==> src/rtl/nco_pkg.sv <==
// Shared constants and types for the NCO phase accumulator.
// Optional dither is enabled by defining NCO_DITHER_EN.
package nco_pkg;

  localparam int ACC_W_DEF   = 32;
  localparam int PHASE_W_DEF = 21;

  // Start/stop FSM encoding
  localparam logic [1:0] ST_IDLE     = 2'd0;
  localparam logic [1:0] ST_RUN      = 2'd1;
  localparam logic [1:0] ST_STOPPING = 2'd2;

  typedef enum logic [1:0] {
    IDLE     = ST_IDLE,
    RUN      = ST_RUN,
    STOPPING = ST_STOPPING
  } nco_state_e;

  // Dither LFSR: x^8 + x^6 + x^5 + x^4 + 1, taps on bits 7,5,4,3
  localparam logic [7:0] LFSR_SEED = 8'hA5;
  localparam logic [7:0] LFSR_TAPS = 8'b1011_1000;

endpackage

==> src/rtl/nco_phase_acc_if.sv <==
// Control, tuning-word handshake and phase output bundle of the NCO.
interface nco_phase_acc_if
  import nco_pkg::*;
#(
  parameter int ACC_W   = ACC_W_DEF,
  parameter int PHASE_W = PHASE_W_DEF
);

  logic               en;
  logic               start;
  logic               stop;
  logic [ACC_W-1:0]   ftw_in;
  logic               ftw_valid;
  logic               ftw_ready;
  logic [PHASE_W-1:0] phase_offset;
  logic [PHASE_W-1:0] phase_out;
  logic               phase_valid;
  logic               wrap;
  logic               busy;

  modport master (
    output en, start, stop, ftw_in, ftw_valid, phase_offset,
    input  ftw_ready, phase_out, phase_valid, wrap, busy
  );

  modport slave (
    input  en, start, stop, ftw_in, ftw_valid, phase_offset,
    output ftw_ready, phase_out, phase_valid, wrap, busy
  );

endinterface

==> src/rtl/nco_lfsr8.sv <==
// 8-bit Fibonacci LFSR used as phase dither; only built with NCO_DITHER_EN.
module nco_lfsr8
  import nco_pkg::*;
(
  input  logic       clk,
  input  logic       rst,
  input  logic       step_i,
  output logic [7:0] lfsr_o
);

  logic [7:0] lfsr_q;
  logic [7:0] lfsr_d;

  // Advance one position per accumulator step
  always_comb begin
    lfsr_d = lfsr_q;
    if (step_i) begin
      lfsr_d = {lfsr_q[6:0], ^(lfsr_q & LFSR_TAPS)};
    end
  end

  // Register with synchronous reset to the seed
  always_ff @(posedge clk) begin
    if (rst) begin
      lfsr_q <= LFSR_SEED;
    end else begin
      lfsr_q <= lfsr_d;
    end
  end

  assign lfsr_o = lfsr_q;

endmodule

==> src/rtl/nco_phase_acc.sv <==
// Phase accumulator NCO with phase-continuous FTW update and whole-cycle stop.
// Define NCO_DITHER_EN to add LFSR dither below the output LSB.
//
// state    | meaning
// ---------+----------------------------------------------------------
// IDLE     | acc held at 0, strobes ignored, shadow FTW applied freely
// RUN      | one step per strobe; stop request moves to STOPPING
// STOPPING | keep stepping until the next carry, then clear acc, IDLE
module nco_phase_acc
  import nco_pkg::*;
#(
  parameter int ACC_W   = ACC_W_DEF,
  parameter int PHASE_W = PHASE_W_DEF
)(
  input logic             clk,
  input logic             rst,
  nco_phase_acc_if.slave  bus
);

  localparam int SHIFT = ACC_W - PHASE_W;

  if (SHIFT < 8) begin : g_bad_width
    $error("nco_phase_acc: ACC_W must be at least PHASE_W + 8");
  end

  logic [1:0]         state_q, state_d;
  logic [ACC_W-1:0]   acc_q, acc_d;
  logic [ACC_W-1:0]   ftw_act_q, ftw_act_d;
  logic [ACC_W-1:0]   ftw_shd_q, ftw_shd_d;
  logic               shd_full_q, shd_full_d;
  logic [PHASE_W-1:0] phase_out_q, phase_out_d;
  logic               phase_valid_q, phase_valid_d;
  logic               wrap_q, wrap_d;

  logic               step;
  logic               carry;
  logic               apply;
  logic               xfer;
  logic [ACC_W:0]     sum;
  logic [ACC_W-1:0]   off_ext;
  logic [ACC_W-1:0]   dith;
  logic [ACC_W-1:0]   out_sum;

  assign step    = bus.en && (state_q == ST_RUN || state_q == ST_STOPPING);
  assign sum     = {1'b0, acc_q} + {1'b0, ftw_act_q};
  assign carry   = sum[ACC_W];
  assign off_ext = {bus.phase_offset, {SHIFT{1'b0}}};

`ifdef NCO_DITHER_EN
  logic [7:0] lfsr;

  nco_lfsr8 u_lfsr (
    .clk    (clk),
    .rst    (rst),
    .step_i (step),
    .lfsr_o (lfsr)
  );

  // Dither fills the 8 bits just below the output LSB
  assign dith = ACC_W'(lfsr) << (SHIFT - 8);
`else
  assign dith = '0;
`endif

  assign out_sum = sum[ACC_W-1:0] + off_ext + dith;

  // Shadow is applied at a wrap (phase-continuous) or at any time while idle
  assign apply = (step && carry) || (state_q == ST_IDLE);
  assign xfer  = bus.ftw_valid && !shd_full_q;

  // FSM, accumulator step and output formation
  always_comb begin
    state_d       = state_q;
    acc_d         = acc_q;
    phase_out_d   = phase_out_q;
    phase_valid_d = 1'b0;
    wrap_d        = 1'b0;
    case (state_q)
      ST_IDLE: begin
        acc_d = '0;
        if (bus.start) state_d = ST_RUN;
      end
      ST_RUN: begin
        if (step) acc_d = sum[ACC_W-1:0];
        if (bus.stop) state_d = ST_STOPPING;
      end
      ST_STOPPING: begin
        if (step) begin
          acc_d = sum[ACC_W-1:0];
          if (carry) begin
            acc_d   = '0;
            state_d = ST_IDLE;
          end
        end
      end
      default: begin
        acc_d   = '0;
        state_d = ST_IDLE;
      end
    endcase
    if (step) begin
      phase_out_d   = out_sum[ACC_W-1 -: PHASE_W];
      phase_valid_d = 1'b1;
      wrap_d        = carry;
    end
  end

  // Tuning-word shadow: a same-cycle transfer wins over the apply clear
  always_comb begin
    ftw_act_d  = ftw_act_q;
    ftw_shd_d  = ftw_shd_q;
    shd_full_d = shd_full_q;
    if (apply) begin
      ftw_act_d  = ftw_shd_q;
      shd_full_d = 1'b0;
    end
    if (xfer) begin
      ftw_shd_d  = bus.ftw_in;
      shd_full_d = 1'b1;
    end
  end

  // State registers with synchronous reset
  always_ff @(posedge clk) begin
    if (rst) begin
      state_q       <= ST_IDLE;
      acc_q         <= '0;
      ftw_act_q     <= '0;
      ftw_shd_q     <= '0;
      shd_full_q    <= 1'b0;
      phase_out_q   <= '0;
      phase_valid_q <= 1'b0;
      wrap_q        <= 1'b0;
    end else begin
      state_q       <= state_d;
      acc_q         <= acc_d;
      ftw_act_q     <= ftw_act_d;
      ftw_shd_q     <= ftw_shd_d;
      shd_full_q    <= shd_full_d;
      phase_out_q   <= phase_out_d;
      phase_valid_q <= phase_valid_d;
      wrap_q        <= wrap_d;
    end
  end

  assign bus.ftw_ready   = !shd_full_q;
  assign bus.phase_out   = phase_out_q;
  assign bus.phase_valid = phase_valid_q;
  assign bus.wrap        = wrap_q;
  assign bus.busy        = (state_q != ST_IDLE);

endmodule

==> src/flat_wrapper.sv <==
// flat-port wrapper written by rule: the top's interface ports become plain ports
module nco_phase_acc_flat import nco_pkg::*;
#(
  parameter int ACC_W   = ACC_W_DEF,
  parameter int PHASE_W = PHASE_W_DEF
)
  (clk, rst, bus_en, bus_start, bus_stop, bus_ftw_in, bus_ftw_valid, bus_phase_offset, bus_ftw_ready, bus_phase_out, bus_phase_valid, bus_wrap, bus_busy);
  nco_phase_acc_if #(.ACC_W(ACC_W), .PHASE_W(PHASE_W)) bus_i ();
  input logic clk;
  input logic rst;
  input wire logic [$bits(bus_i.en)-1:0] bus_en;
  input wire logic [$bits(bus_i.start)-1:0] bus_start;
  input wire logic [$bits(bus_i.stop)-1:0] bus_stop;
  input wire logic [$bits(bus_i.ftw_in)-1:0] bus_ftw_in;
  input wire logic [$bits(bus_i.ftw_valid)-1:0] bus_ftw_valid;
  input wire logic [$bits(bus_i.phase_offset)-1:0] bus_phase_offset;
  output wire logic [$bits(bus_i.ftw_ready)-1:0] bus_ftw_ready;
  output wire logic [$bits(bus_i.phase_out)-1:0] bus_phase_out;
  output wire logic [$bits(bus_i.phase_valid)-1:0] bus_phase_valid;
  output wire logic [$bits(bus_i.wrap)-1:0] bus_wrap;
  output wire logic [$bits(bus_i.busy)-1:0] bus_busy;
  assign bus_i.en = bus_en;
  assign bus_i.start = bus_start;
  assign bus_i.stop = bus_stop;
  assign bus_i.ftw_in = bus_ftw_in;
  assign bus_i.ftw_valid = bus_ftw_valid;
  assign bus_i.phase_offset = bus_phase_offset;
  assign bus_ftw_ready = bus_i.ftw_ready;
  assign bus_phase_out = bus_i.phase_out;
  assign bus_phase_valid = bus_i.phase_valid;
  assign bus_wrap = bus_i.wrap;
  assign bus_busy = bus_i.busy;
  nco_phase_acc #(.ACC_W(ACC_W), .PHASE_W(PHASE_W)) u_core (.clk(clk), .rst(rst), .bus(bus_i));
endmodule
==> config.mk <==
export PLATFORM = sky130hd
export DESIGN_NAME = nco_phase_acc_flat
export DESIGN_NICKNAME = d
export VERILOG_FILES = /design/src/rtl/nco_pkg.sv /design/src/rtl/nco_phase_acc_if.sv /design/src/rtl/nco_lfsr8.sv /design/src/rtl/nco_phase_acc.sv /design/src/flat_wrapper.sv
export SDC_FILE = /design/constraint.sdc
export NUM_CORES = 1
export LEC_CHECK = 0
export ABC_CLOCK_PERIOD_IN_PS = 11850
export CAP_MARGIN = 0
export CORE_ASPECT_RATIO = 1.1
export CORE_MARGIN = 5
export CORE_UTILIZATION = 53
export DETAILED_ROUTE_END_ITERATION = 10
export GPL_ROUTABILITY_DRIVEN = 0
export GPL_TIMING_DRIVEN = 0
export PLACE_DENSITY_LB_ADDON = 0.1
export SYNTH_ARGS = -nofsm -noshare
export SYNTH_HDL_FRONTEND = slang
export SYNTH_SLANG_ARGS = --single-unit
==> constraint.sdc <==
create_clock -name clk -period 11.85 [get_ports clk]
set_clock_uncertainty 0.2 [all_clocks]
set_input_delay 1.185 -clock clk [delete_from_list [all_inputs] [get_ports clk]]
set_output_delay 1.185 -clock clk [all_outputs]
set_load 0.02 [all_outputs]
Word-level counts from Yosys, hierarchy flattened --
Index checks and enable logic that the tools add are counted.
Word-level totals: logic and storage cells 42, input bits 59, bits in registers 122
Operators by class: add/subtract/negate cells 2, equality and inequality tests 7, reduce and logical (&&, ||, !) cells 12, mux-type cells 12, bitwise operators 1
Operator list (count):
- 32-bit two-way mux | 3
- 32-bit case mux with 2 select lines | 1
- 32-bit by 32-bit adder with 33-bit output | 1
- 32-bit adder | 1
- 2-bit two-way mux | 4
- 2-bit by 1-bit inequality test with 1-bit output, second input constant | 3
- 2-bit case mux with 3 select lines | 1
- 2-bit inequality test, second input constant | 2
- 4-bit AND reduction | 1
- 2-bit nonzero test | 2
- 1-bit logical AND | 3
- 1-bit two-way mux | 3
- 2-bit by 1-bit equality test with 1-bit output, second input constant | 1
- 2-bit equality test, second input constant | 1
- 2-bit logical NOT | 1
- 1-bit logical OR | 2
- 2-bit AND reduction | 1
- 2-bit OR reduction | 1
- 1-bit logical NOT | 1
- 1-bit NOT | 1

Longest topological paths before layout --
word-level depth 7, mapped depth 20

Worst setup path before layout --
No wires, ideal clock.
kind reg2reg, start point register u_core.ftw_act_q[0], end point register u_core.phase_out_q[20] (netlist: u_core.bus.phase_out[20]), required time 11.564 ns, slack 7.481 ns, arrival 4.084 ns, cell stages (with the launch flop) 20, period minus slack after synthesis 4.369 ns, cells stage by stage dfxtp_1 -> ha_1 -> fa_1 -> a211oi_1 -> o21ai_1 -> nand3_1 -> o21ai_0 -> a31o_2 -> a21oi_1 -> xnor2_1 -> ha_1 -> a21oi_1 -> nand2_1 -> o21ai_0 -> o31a_1 -> nand4_1 -> a2111o_1 -> o211a_1 -> xor2_1 -> a211oi_1
Between the ends: word-level cells in the longest chain between the ends 2
RTL lines:
- start: declaration | RTL line nco_phase_acc.sv:28 | logic [ACC_W-1:0] ftw_act_q, ftw_act_d;
- start signal: assignment | RTL line nco_phase_acc.sv:137 | ftw_act_q <= ftw_act_d;
- 32-bit by 32-bit adder with 33-bit output | RTL line nco_phase_acc.sv:45 | assign sum = {1'b0, acc_q} + {1'b0, ftw_act_q};
- 32-bit adder | RTL line nco_phase_acc.sv:65 | assign out_sum = sum[ACC_W-1:0] + off_ext + dith;
- end signal: assignment | RTL line nco_phase_acc.sv:140 | phase_out_q <= phase_out_d;
- end: declaration | RTL line nco_phase_acc.sv:31 | logic [PHASE_W-1:0] phase_out_q, phase_out_d;
No other way between the ends. A chain may end at the register's enable or synchronous reset.

Worst setup path in the final report --
Ends and elaborated chain as after synthesis.

==> summary.md <==
| Metric | Value |
|---|---|
| Tmin final | `5190 ps` |
| Number of flops mapped to enable cells by yosys | `0` |
| Top Ports | `84` |
| Via count | `~6300` |
| Setup CP Type | `reg -> reg` |
| Nets | `about 1100` |
| Reg-to-Reg Start | `u_core.ftw_act_q[0]` |
| Crit path arrival time | `roughly 5300 ps` |
| Slew of the pin with the lowest slew margin | `between 700 and 800 ps` |
| Synth-to-layout area growth | `23.6%` |
| Cell area after placement | `between 7000 and 8000 um2` |
| R2r setup slk | `~6700 ps` |
| Max FO, Critical Path | `4` |
| Sequential area share after synthesis | `a little over a third` |
| Startpoint Class | `flop` |
| Synth Register Bits | `122` |
| Reg area | `~2400 um2` |
| Cells after Synth | `830` |
| P_sw | `~450 uW` |
| Min-delay worst type | `reg -> reg` |
| WP data required | `between 10000 and 15000 ps` |
| Fmax | `around 190 MHz` |
| Share of power burned in registers | `between 30% and 40%` |
| Remaining DRCs | `0` |
| Port Buffers | `between 80 and 90` |
| Synthesized area | `just under 7000 um2` |
| RSZ-0062 raised after global routing | `false` |
| Crit path capture | `u_core.bus.phase_out[20]` |
| Synth top area share | `roughly a third` |
| H-tree depth | `4` |
| Share of power burned in the clock network | `approximately 37%` |
| DRT Pass-1 Iters | `8` |
| CTS Hold Buffers Added | `0` |
| DR iter-0 viols | `about 460` |
| Root Driver | `clkbuf_16` |
| Slew HR | `between 50% and 60%` |
| # rows | `43` |
| Yosys cell types | `55` |
| Final ANT Viol Nets | `0` |
| Reg2reg end | `u_core.bus.phase_out[20]` |
| Main synth FF type | `dfxtp_1` |
| CTS Buf Count | `17` |
| Final Cell Area | `between 8000 and 9000 um2` |
| Logic pwr share | `a little under a third` |
| PwrDens | `169 nW/um2` |
| WL per Instance | `16.4 um` |
| Cell taking the most area after synthesis | `dfxtp_1` |
| Deepest clock path buffer count | `2` |
| Area contributors post-synth | `dfxtp_1 35%, ha_1 11%, nand2_1 6.3%, a21oi_1 6.3%, nor2_1 5.2%` |
| DRT Wirelength | `about 18000 um` |
| GRT Resource Usage Total | `a little under a quarter` |
| Clock-pin slew on the worst setup and hold paths | `approximately 60 ps` |
| Fin. max-slew vios | `0` |
| Leak pwr | `0.00377 uW` |
| Asr flop ratio synth | `0%` |
| Clk_lat worst skew | `approximately 420 ps` |
| Footprint of the multi-input gates | `~4200 um2` |
| Max-cap violation count | `0` |
| Reg2reg path depth | `19` |
| Die area | `between 15000 and 20000 um2` |
| CP endpoint kind | `flop` |
| Die Y | `between 100 and 150 um` |
| Core area | `approximately 13000 um2` |
| Switching Share | `a little under a third` |
| Post-Syn Nets | `between 900 and 1000` |
| Final setup TNS | `0 ps` |
| Final setup violation count | `0` |
| Diodes inserted | `0` |
| Status | `finished, final reports clean` |
| Layout cell share with drive strength beyond 1 | `under 10%` |
| Internal power | `~990 uW` |
| First-pass GRT wire length | `~30000 um` |
| Starting Density | `between 50% and 60%` |
| Tcrit/Tclk final | `43.8%` |
| Syn avg cell area | `roughly 8.3 um2` |
| Vias in the first global route | `6269` |
| Die W | `119 um` |
| Final HPWL DP | `around 14000 um` |
| Hold path cells | `2` |
| CTS tree | `yes` |
| Final Hold Fails | `0` |
| Most common cell in the netlist | `dfxtp_1` |
| Avg Vias per Cell | `~5.7` |
| Ys Warns | `0` |
| Commonest cells post-synth | `122 x dfxtp_1, 117 x nand2_1, 95 x nor2_1` |
| Fill count | `around 1100` |
| Initial antenna violation count | `0` |
| Setup bufs post-CTS | `0` |
| Crit path from | `u_core.ftw_act_q[0]` |
| Cts repair resizes | `0` |
| Total gr overflow | `0` |
| CTS sink count | `about 120` |
| Peak supply drop | `slightly below 90 uV` |
| Largest net degree at the start of global routing | `17` |
-- cell usage in the layout (no fill, tap or decap), types with 5 or more instances in the layout --
master,n
buf_2,8
xnor2_1,28
and3_1,5
nand2b_1,9
a21o_1,25
nor3_1,5
a21oi_1,87
dfxtp_1,122
o21ai_0,26
o211ai_1,6
nor2_1,95
a211oi_1,9
o21a_1,8
clkdlybuf4s50_1,83
ha_1,59
a31oi_1,7
nor2b_1,5
a22oi_1,30
nand4_1,6
xor2_1,12
nand2_1,117
clkbuf_1,34
inv_1,19
clkbuf_16,17
mux2i_1,35
nand3_1,17
-- stage by stage --
| stage | power (uW) | utilization [%] | setup WS [ps] | cells | hold WS [ps] |
|---|---|---|---|---|---|
| 2_1_floorplan | 785 | - | 7480 | 830 | 236 |
| 3_3_place_gp | 908 | 62.6 | 6860 | 1070 | 240 |
| 3_5_place_dp | 924 | 62.6 | 6700 | 1070 | 245 |
| 4_1_cts | 1450 | 67.3 | 6680 | 1100 | 251 |
| 5_1_grt | 1520 | 67.3 | 6290 | 1100 | 266 |
| 6_report | 1450 | 67.3 | 6660 | 1100 | 252 |
-- power groups by stage --
stage / Sequential (uW) / Clock, uW / Combinational, uW
final: 475 / 530 / 444
after global routing: 479 / 553 / 483
after CTS: 475 / 533 / 444
after detailed placement: 483 / 0 / 441
after global placement: 481 / 0 / 427
after floorplan: 497 / 0 / 288
-- sequential cells by signal, summed over array words and instances (netlist names) --
name / flops
u_core.acc_q: 32
u_core.ftw_act_q: 32
u_core.ftw_shd_q: 32
u_core.bus.phase_out: 21
u_core.state_q: 2
u_core.bus.phase_valid: 1
u_core.bus.wrap: 1
u_core.shd_full_q: 1
-- kinds of logic (layout without fill, tap and decap cells) --
| kind of cell | count (synthesis) | count (layout) | share of synthesized area, % |
|---|---|---|---|
| muxes | 35 | 35 | 5.06 |
| and+or+nand+nor | 270 | 270 | 16.5 |
| DFF | 122 | 122 | 35.3 |
| buffers and inverters | 64 | 177 | 4.49 |
| adders and majority gates | 61 | 61 | 11.2 |
| AOI/OAI and AO/OA | 238 | 238 | 22.4 |
| xor gates and xnor gates | 40 | 40 | 5.06 |
-- layout make-up --
cell class	instances	area share, %
plain buffers	45	2.80
clock buffers	23	5.71
clock inverters	7	1.35
inverters	19	0.834
multi-input cells	644	48.7
flip-flops and latches	122	28.6
well taps	157	2.30
repair buffers	83	9.72
-- critical path, stage by stage (launching register included) --
cell      delay, ps
dfxtp_1         320
ha_1            240
fa_1            430
a211oi_1        350
o21ai_1         150
nand3_1         190
o21ai_0         190
a31o_2          280
a21oi_1         170
xnor2_1         230
ha_1            290
a21oi_1         200
nand2_1          60
o21ai_0         460
o31a_1          220
nand4_1         140
a2111o_1        390
o211a_1         130
xor2_1          160
a211oi_1        270
-- metal layers --
metal / wire length, um / GRT usage (%)
met5: 0 / 0
met4: 558 / 10.3
met3: 908 / 4.77
met2: 8800 / 42.8
met1: 7740 / 27.5
-- worst min path at each step --
stage	slack, ps	from	to
floorplan	240	u_core.acc_q[30]	u_core.acc_q[30]
global placement	240	u_core.bus.phase_out[13]	u_core.bus.phase_out[13]
detailed placement	240	u_core.bus.phase_out[6]	u_core.bus.phase_out[6]
CTS	250	u_core.bus.phase_out[14]	u_core.bus.phase_out[14]
global route	270	u_core.bus.phase_out[6]	u_core.bus.phase_out[6]
finish	250	u_core.bus.phase_out[18]	u_core.bus.phase_out[18]
Note: power is estimated with default switching activity, not from simulation.
